## src/rtl/alu_pkg.sv

```systemverilog
// rtl/alu_pkg.sv - shared ALU step codes, flag indices, sequencer states and op encoding
package alu_pkg;

    // ALU FunSel[3:0] single-bit shift/rotate step codes
    localparam logic [3:0] FS_LSL = 4'b1011;
    localparam logic [3:0] FS_LSR = 4'b1100;
    localparam logic [3:0] FS_ASR = 4'b1101;
    localparam logic [3:0] FS_CSL = 4'b1110;
    localparam logic [3:0] FS_CSR = 4'b1111;

    // Bit positions inside the {Z,C,N,O} flag vector
    localparam int FLG_Z = 3;
    localparam int FLG_C = 2;
    localparam int FLG_N = 1;
    localparam int FLG_O = 0;

    // Request op encoding (5..7 fall back to LSL)
    localparam logic [2:0] OP_LSL = 3'd0;
    localparam logic [2:0] OP_LSR = 3'd1;
    localparam logic [2:0] OP_ASR = 3'd2;
    localparam logic [2:0] OP_CSL = 3'd3;
    localparam logic [2:0] OP_CSR = 3'd4;

    typedef enum logic [1:0] {
        ST_IDLE  = 2'd0,
        ST_SHIFT = 2'd1,
        ST_DONE  = 2'd2
    } state_t;

    // Map a request op onto the ALU step code it repeats
    function automatic logic [3:0] op_to_code(input logic [2:0] op);
        logic [3:0] code;
        case (op)
            OP_LSR:  code = FS_LSR;
            OP_ASR:  code = FS_ASR;
            OP_CSL:  code = FS_CSL;
            OP_CSR:  code = FS_CSR;
            default: code = FS_LSL;
        endcase
        return code;
    endfunction

endpackage

```

## src/rtl/alu_shift_sequencer.sv

```systemverilog
// rtl/alu_shift_sequencer.sv - multi-cycle shift/rotate sequencer driving the ALU one bit per cycle (optional Abort via ALU_SEQ_ABORT_EN)
module alu_shift_sequencer
    import alu_pkg::*;
#(
    parameter int AMT_W = 5
) (
    input  logic             Clock,
    input  logic             Reset,
`ifdef ALU_SEQ_ABORT_EN
    input  logic             Abort,
`endif
    input  logic             req_valid,
    output logic             req_ready,
    input  logic [2:0]       req_op,
    input  logic             req_wide,
    input  logic [31:0]      req_data,
    input  logic [AMT_W-1:0] req_amount,
    output logic             rsp_valid,
    input  logic             rsp_ready,
    output logic [31:0]      rsp_data,
    output logic [3:0]       rsp_flags,
    output logic [31:0]      ALU_A,
    output logic [31:0]      ALU_B,
    output logic [4:0]       ALU_FunSel,
    output logic             ALU_WF,
    input  logic [31:0]      ALU_Out,
    input  logic [3:0]       ALU_Flags
);

    state_t           state;
    state_t           state_nxt;
    logic [31:0]      acc;
    logic [AMT_W-1:0] cnt;
    logic             wide_r;
    logic [3:0]       code_r;
    logic             accept;
    logic             abort_w;

    assign accept = (state == ST_IDLE) && req_valid;

`ifdef ALU_SEQ_ABORT_EN
    assign abort_w = Abort;
`else
    assign abort_w = 1'b0;
`endif

    // State register
    always_ff @(posedge Clock or posedge Reset) begin
        if (Reset) begin
            state <= ST_IDLE;
        end else begin
            state <= state_nxt;
        end
    end

    // Operand/result accumulator, step counter and latched step code
    always_ff @(posedge Clock or posedge Reset) begin
        if (Reset) begin
            acc    <= 32'h0;
            cnt    <= '0;
            wide_r <= 1'b0;
            code_r <= 4'h0;
        end else if (accept) begin
            acc    <= req_wide ? req_data : {16'h0, req_data[15:0]};
            cnt    <= req_amount;
            wide_r <= req_wide;
            code_r <= op_to_code(req_op);
        end else if ((state == ST_SHIFT) && !abort_w) begin
            acc    <= ALU_Out;
            cnt    <= cnt - AMT_W'(1);
        end
    end

    // Next-state: zero-step requests skip straight to DONE
    always_comb begin
        state_nxt = state;
        case (state)
            ST_IDLE: begin
                if (req_valid) begin
                    state_nxt = (req_amount == '0) ? ST_DONE : ST_SHIFT;
                end
            end
            ST_SHIFT: begin
                if (abort_w) begin
                    state_nxt = ST_IDLE;
                end else if (cnt == AMT_W'(1)) begin
                    state_nxt = ST_DONE;
                end
            end
            ST_DONE: begin
                if (rsp_ready) begin
                    state_nxt = ST_IDLE;
                end
            end
            default: state_nxt = ST_IDLE;
        endcase
    end

    // Outputs: ALU is only driven and flag-written while stepping
    always_comb begin
        req_ready  = (state == ST_IDLE);
        rsp_valid  = (state == ST_DONE);
        rsp_data   = acc;
        rsp_flags  = ALU_Flags;
        ALU_A      = (state == ST_SHIFT) ? acc : 32'h0;
        ALU_B      = 32'h0;
        ALU_FunSel = {wide_r, code_r};
        ALU_WF     = (state == ST_SHIFT) && !abort_w;
    end

endmodule
```

## config.mk

```make
export PLATFORM = sky130hd
export DESIGN_NAME = alu_shift_sequencer
export DESIGN_NICKNAME = d
export VERILOG_FILES = /design/src/rtl/alu_pkg.sv /design/src/rtl/alu_shift_sequencer.sv
export SDC_FILE = /design/constraint.sdc
export NUM_CORES = 1
export LEC_CHECK = 0
export CAP_MARGIN = 25
export CORE_ASPECT_RATIO = 1.75
export CORE_UTILIZATION = 38
export CTS_CLUSTER_SIZE = 12
export DETAILED_ROUTE_END_ITERATION = 8
export GPL_ROUTABILITY_DRIVEN = 1
export GPL_TIMING_DRIVEN = 0
export PLACE_DENSITY = 0.87
export SLEW_MARGIN = 20
export SYNTH_ARGS = -nofsm -noshare
export SYNTH_HDL_FRONTEND = slang
export SYNTH_SLANG_ARGS = --single-unit
```

## constraint.sdc

```tcl
create_clock -name Clock -period 3.9 [get_ports Clock]
set_clock_uncertainty 0.2 [all_clocks]
set_input_delay 0.78 -clock Clock [delete_from_list [all_inputs] [get_ports Clock]]
set_output_delay 0.78 -clock Clock [all_outputs]
set_load 0.01 [all_outputs]
```

==> flow_summary.ini <==
[timing]
fmax_mhz = 327
tightest_slew_ns = 0.517
maxSlewViolCount = 0
tns_ns = 0
finalHoldViolations = 0
slew_headroom = 0.651
fin_hold_ws_ns = 0.272
min_period_ns = 3.06
rsz0062_at_grt = no
finalCritPeriodShare = 0.785
setup_ws_ns = 0.840
setup_violations = 0

[route]
wl_per_cell_um = 14.8
finalWirelength_um = 8280
vias_per_cell = 4.80
drtIter0Drc = 81
vias = 2677
drc = 0
dr.pass1.iters = 7
detail-route-antenna-nets = 0

[clock_network]
cts_resized = 0
cts_tree = yes
post_cts_buffers = 0
cts_sinks = 44
clock_latency_ns = 0.28
cts_max_level = 2
cts-hold-fix-buffers = 0
cts_buffers = 5
cts.clk_slew.worst_paths_ns = 0.06
root_buffer = clkbuf_16
clockBufferDepth = 2

[placement]
hpwl_um = 6730
gp_congestion = 0.898
port_buffers = 151
dp_cells = 551
dp_slack_ns = 1.13

[flow_run]
maxCapViolCount = 0

[global_route]
grt_pass1_vias = 2697
grt_util_all_layers = 0.229
grt_overflow = 0
grt_max_degree = 24
antenna_found_initial = 0
grt_pass1_wl_um = 12800

[setup_path]
required_ns = 2.92
reg2reg_to = rsp_data[28]
worst-setup-path-type = reg -> out
critPathMaxFanout = 10
start_kind = flip-flop
timing.rr.start = state[1]
crit_arrival_ns = 2.08
ff2ff_path_depth = 4
end_kind = primary output
rrSetupSlack_ns = 2.21

[logic_synthesis]
ys_warn_count = 0
synth_area_um2 = 2650
synth_most_common_cell = dfrtp_1
ys_types = 39
synth-edff-count = 0
yosys-top-cells-count = dfrtp_1 (44), buf_4 (39), and2_1 (32), o21ai_1 (28), nand2_1 (21)
async_flop_share = 1.00
syn-instance-count = 286
ys_seq_elements = 44
synthTopCellsByArea = dfrtp_1 (42%), buf_4 (11%), and2_1 (7.6%)
ys_seq_area_frac = 0.416
synth_top_area_cell = dfrtp_1
synth.avg_cell_area_um2 = 9.26
netlist.area_leader.share = 0.416
synth-main-ff-cell = dfrtp_1

[die]
start_util = 0.399
coreArea_um2 = 6640
rows = 39
dieHeight_um = 112
die_w_um = 65.1
dieArea_um2 = 7320
io_pins = 189

[power_and_ir_drop]
swShare = 0.356
power.clock.fraction = 0.140
powerDensity_nw_per_um2 = 675
pwr-share-comb = 0.593
p_sw_mw = 1.10
leakagePower_nw = 2.03
power.internal_mw = 1.98
vdd_ir_drop_max_uv = 357
seq_power_share = 0.267

[cells_and_area]
antennaDiodeCount = 0
synthToLayoutAreaGrowth_pct = 72.2
finalNetCount = 559
instances_no_fill = 558
drive_gt1_frac = 0.137

[hold_path]
hp-class = reg -> reg
hold_depth = 1
hold_end = code_r[3]
min_from = code_r[3]

[run_status]
status = finished clean
## per-stage QoR
stage          area [µm²]  utilization  power (mW)
2_1_floorplan        2760            -        1.66
3_3_place_gp         4380        0.660        2.61
5_1_grt              4560        0.687        3.27
4_1_cts              4560        0.687        3.10
3_5_place_dp         4410        0.664        2.66
6_report             4560        0.687        3.08
## kinds of logic after synthesis
logic type,Yosys count,share of synthesized area
simple gates,93,0.194
compound gates,64,0.149
buf+inv,64,0.163
flops,44,0.416
mux,16,0.0605
fa+ha+maj,2,0.00945
xor+xnor,2,0.00662
other cells,1,0.00142
## placed cells by master (no fill, tap or decap), drive strengths merged
cell type,count
nand2,21
ha,2
nor4b,1
a221o,1
inv,6
a31oi,2
dfrtp,44
buf,54
nand2b,1
mux2i,16
nor3,4
and2b,1
clkbuf,12
o21ai,34
o22a,2
nor3b,6
nor2,5
xnor2,1
clkdlybuf4s50,151
conb,32
o2bb2ai,1
and2,32
o21ba,1
a22oi,17
a21oi,3
nand3,16
xor2,1
and3b,1
nor2b,2
or3b,1
o22ai,2
and3,2
o21bai,1
## worst max path at each step
| stage | startpoint | endpoint | slack (ns) |
|---|---|---|---|
| after detailed placement | state[0] | ALU_A[10] | 1.13 |
| after global routing | state[0] | ALU_A[7] | 0.74 |
| after CTS | state[0] | ALU_A[7] | 0.81 |
| after global placement | Reset | code_r[3] | 0.99 |
| after floorplan | state[0] | ALU_A[23] | 1.76 |
| final | state[0] | ALU_A[7] | 0.84 |
## layout make-up
| type | instances | area [µm²] |
|---|---|---|
| Sequential cell | 44 | 1100 |
| Buffer | 58 | 409 |
| Fill cell | 528 | 2080 |
| Tap cell | 82 | 103 |
| Clock buffer | 7 | 153 |
| Timing Repair Buffer | 152 | 1540 |
| Inverter | 6 | 22.5 |
| Multi-Input combinational cell | 209 | 1230 |
## flip-flops by register name (all words and copies together) (netlist names)
| name | cells |
|---|---|
| code_r | 4 |
| wide_r | 1 |
| state | 2 |
| cnt | 5 |
| rsp_data | 32 |
## routing by layer
layer	GRT usage	up-vias	share of wire
li1	-	1284	-
met1	0.219	1240	0.34
met2	0.453	138	0.56
met3	0.0498	15	0.075
met4	0.0797	0	0.021
met5	0	-	0
## worst max-delay path, stage by stage (launching register included)
cell	delay (ns)
dfrtp_1	0.39
buf_6	0.15
and2b_1	0.14
buf_6	0.14
buf_2	0.24
and2_1	0.17
clkdlybuf4s50_1	0.57
## power by group through the flow
stage          combinational, mW  sequential (mW)  clock [mW]
6_report                    1.83            0.821       0.431
2_1_floorplan              0.791            0.873           0
4_1_cts                     1.84            0.821       0.440
5_1_grt                     1.96            0.848       0.460
3_5_place_dp                1.84            0.826           0
3_3_place_gp                1.80            0.813           0
Note: power is estimated with default switching activity, not from simulation.
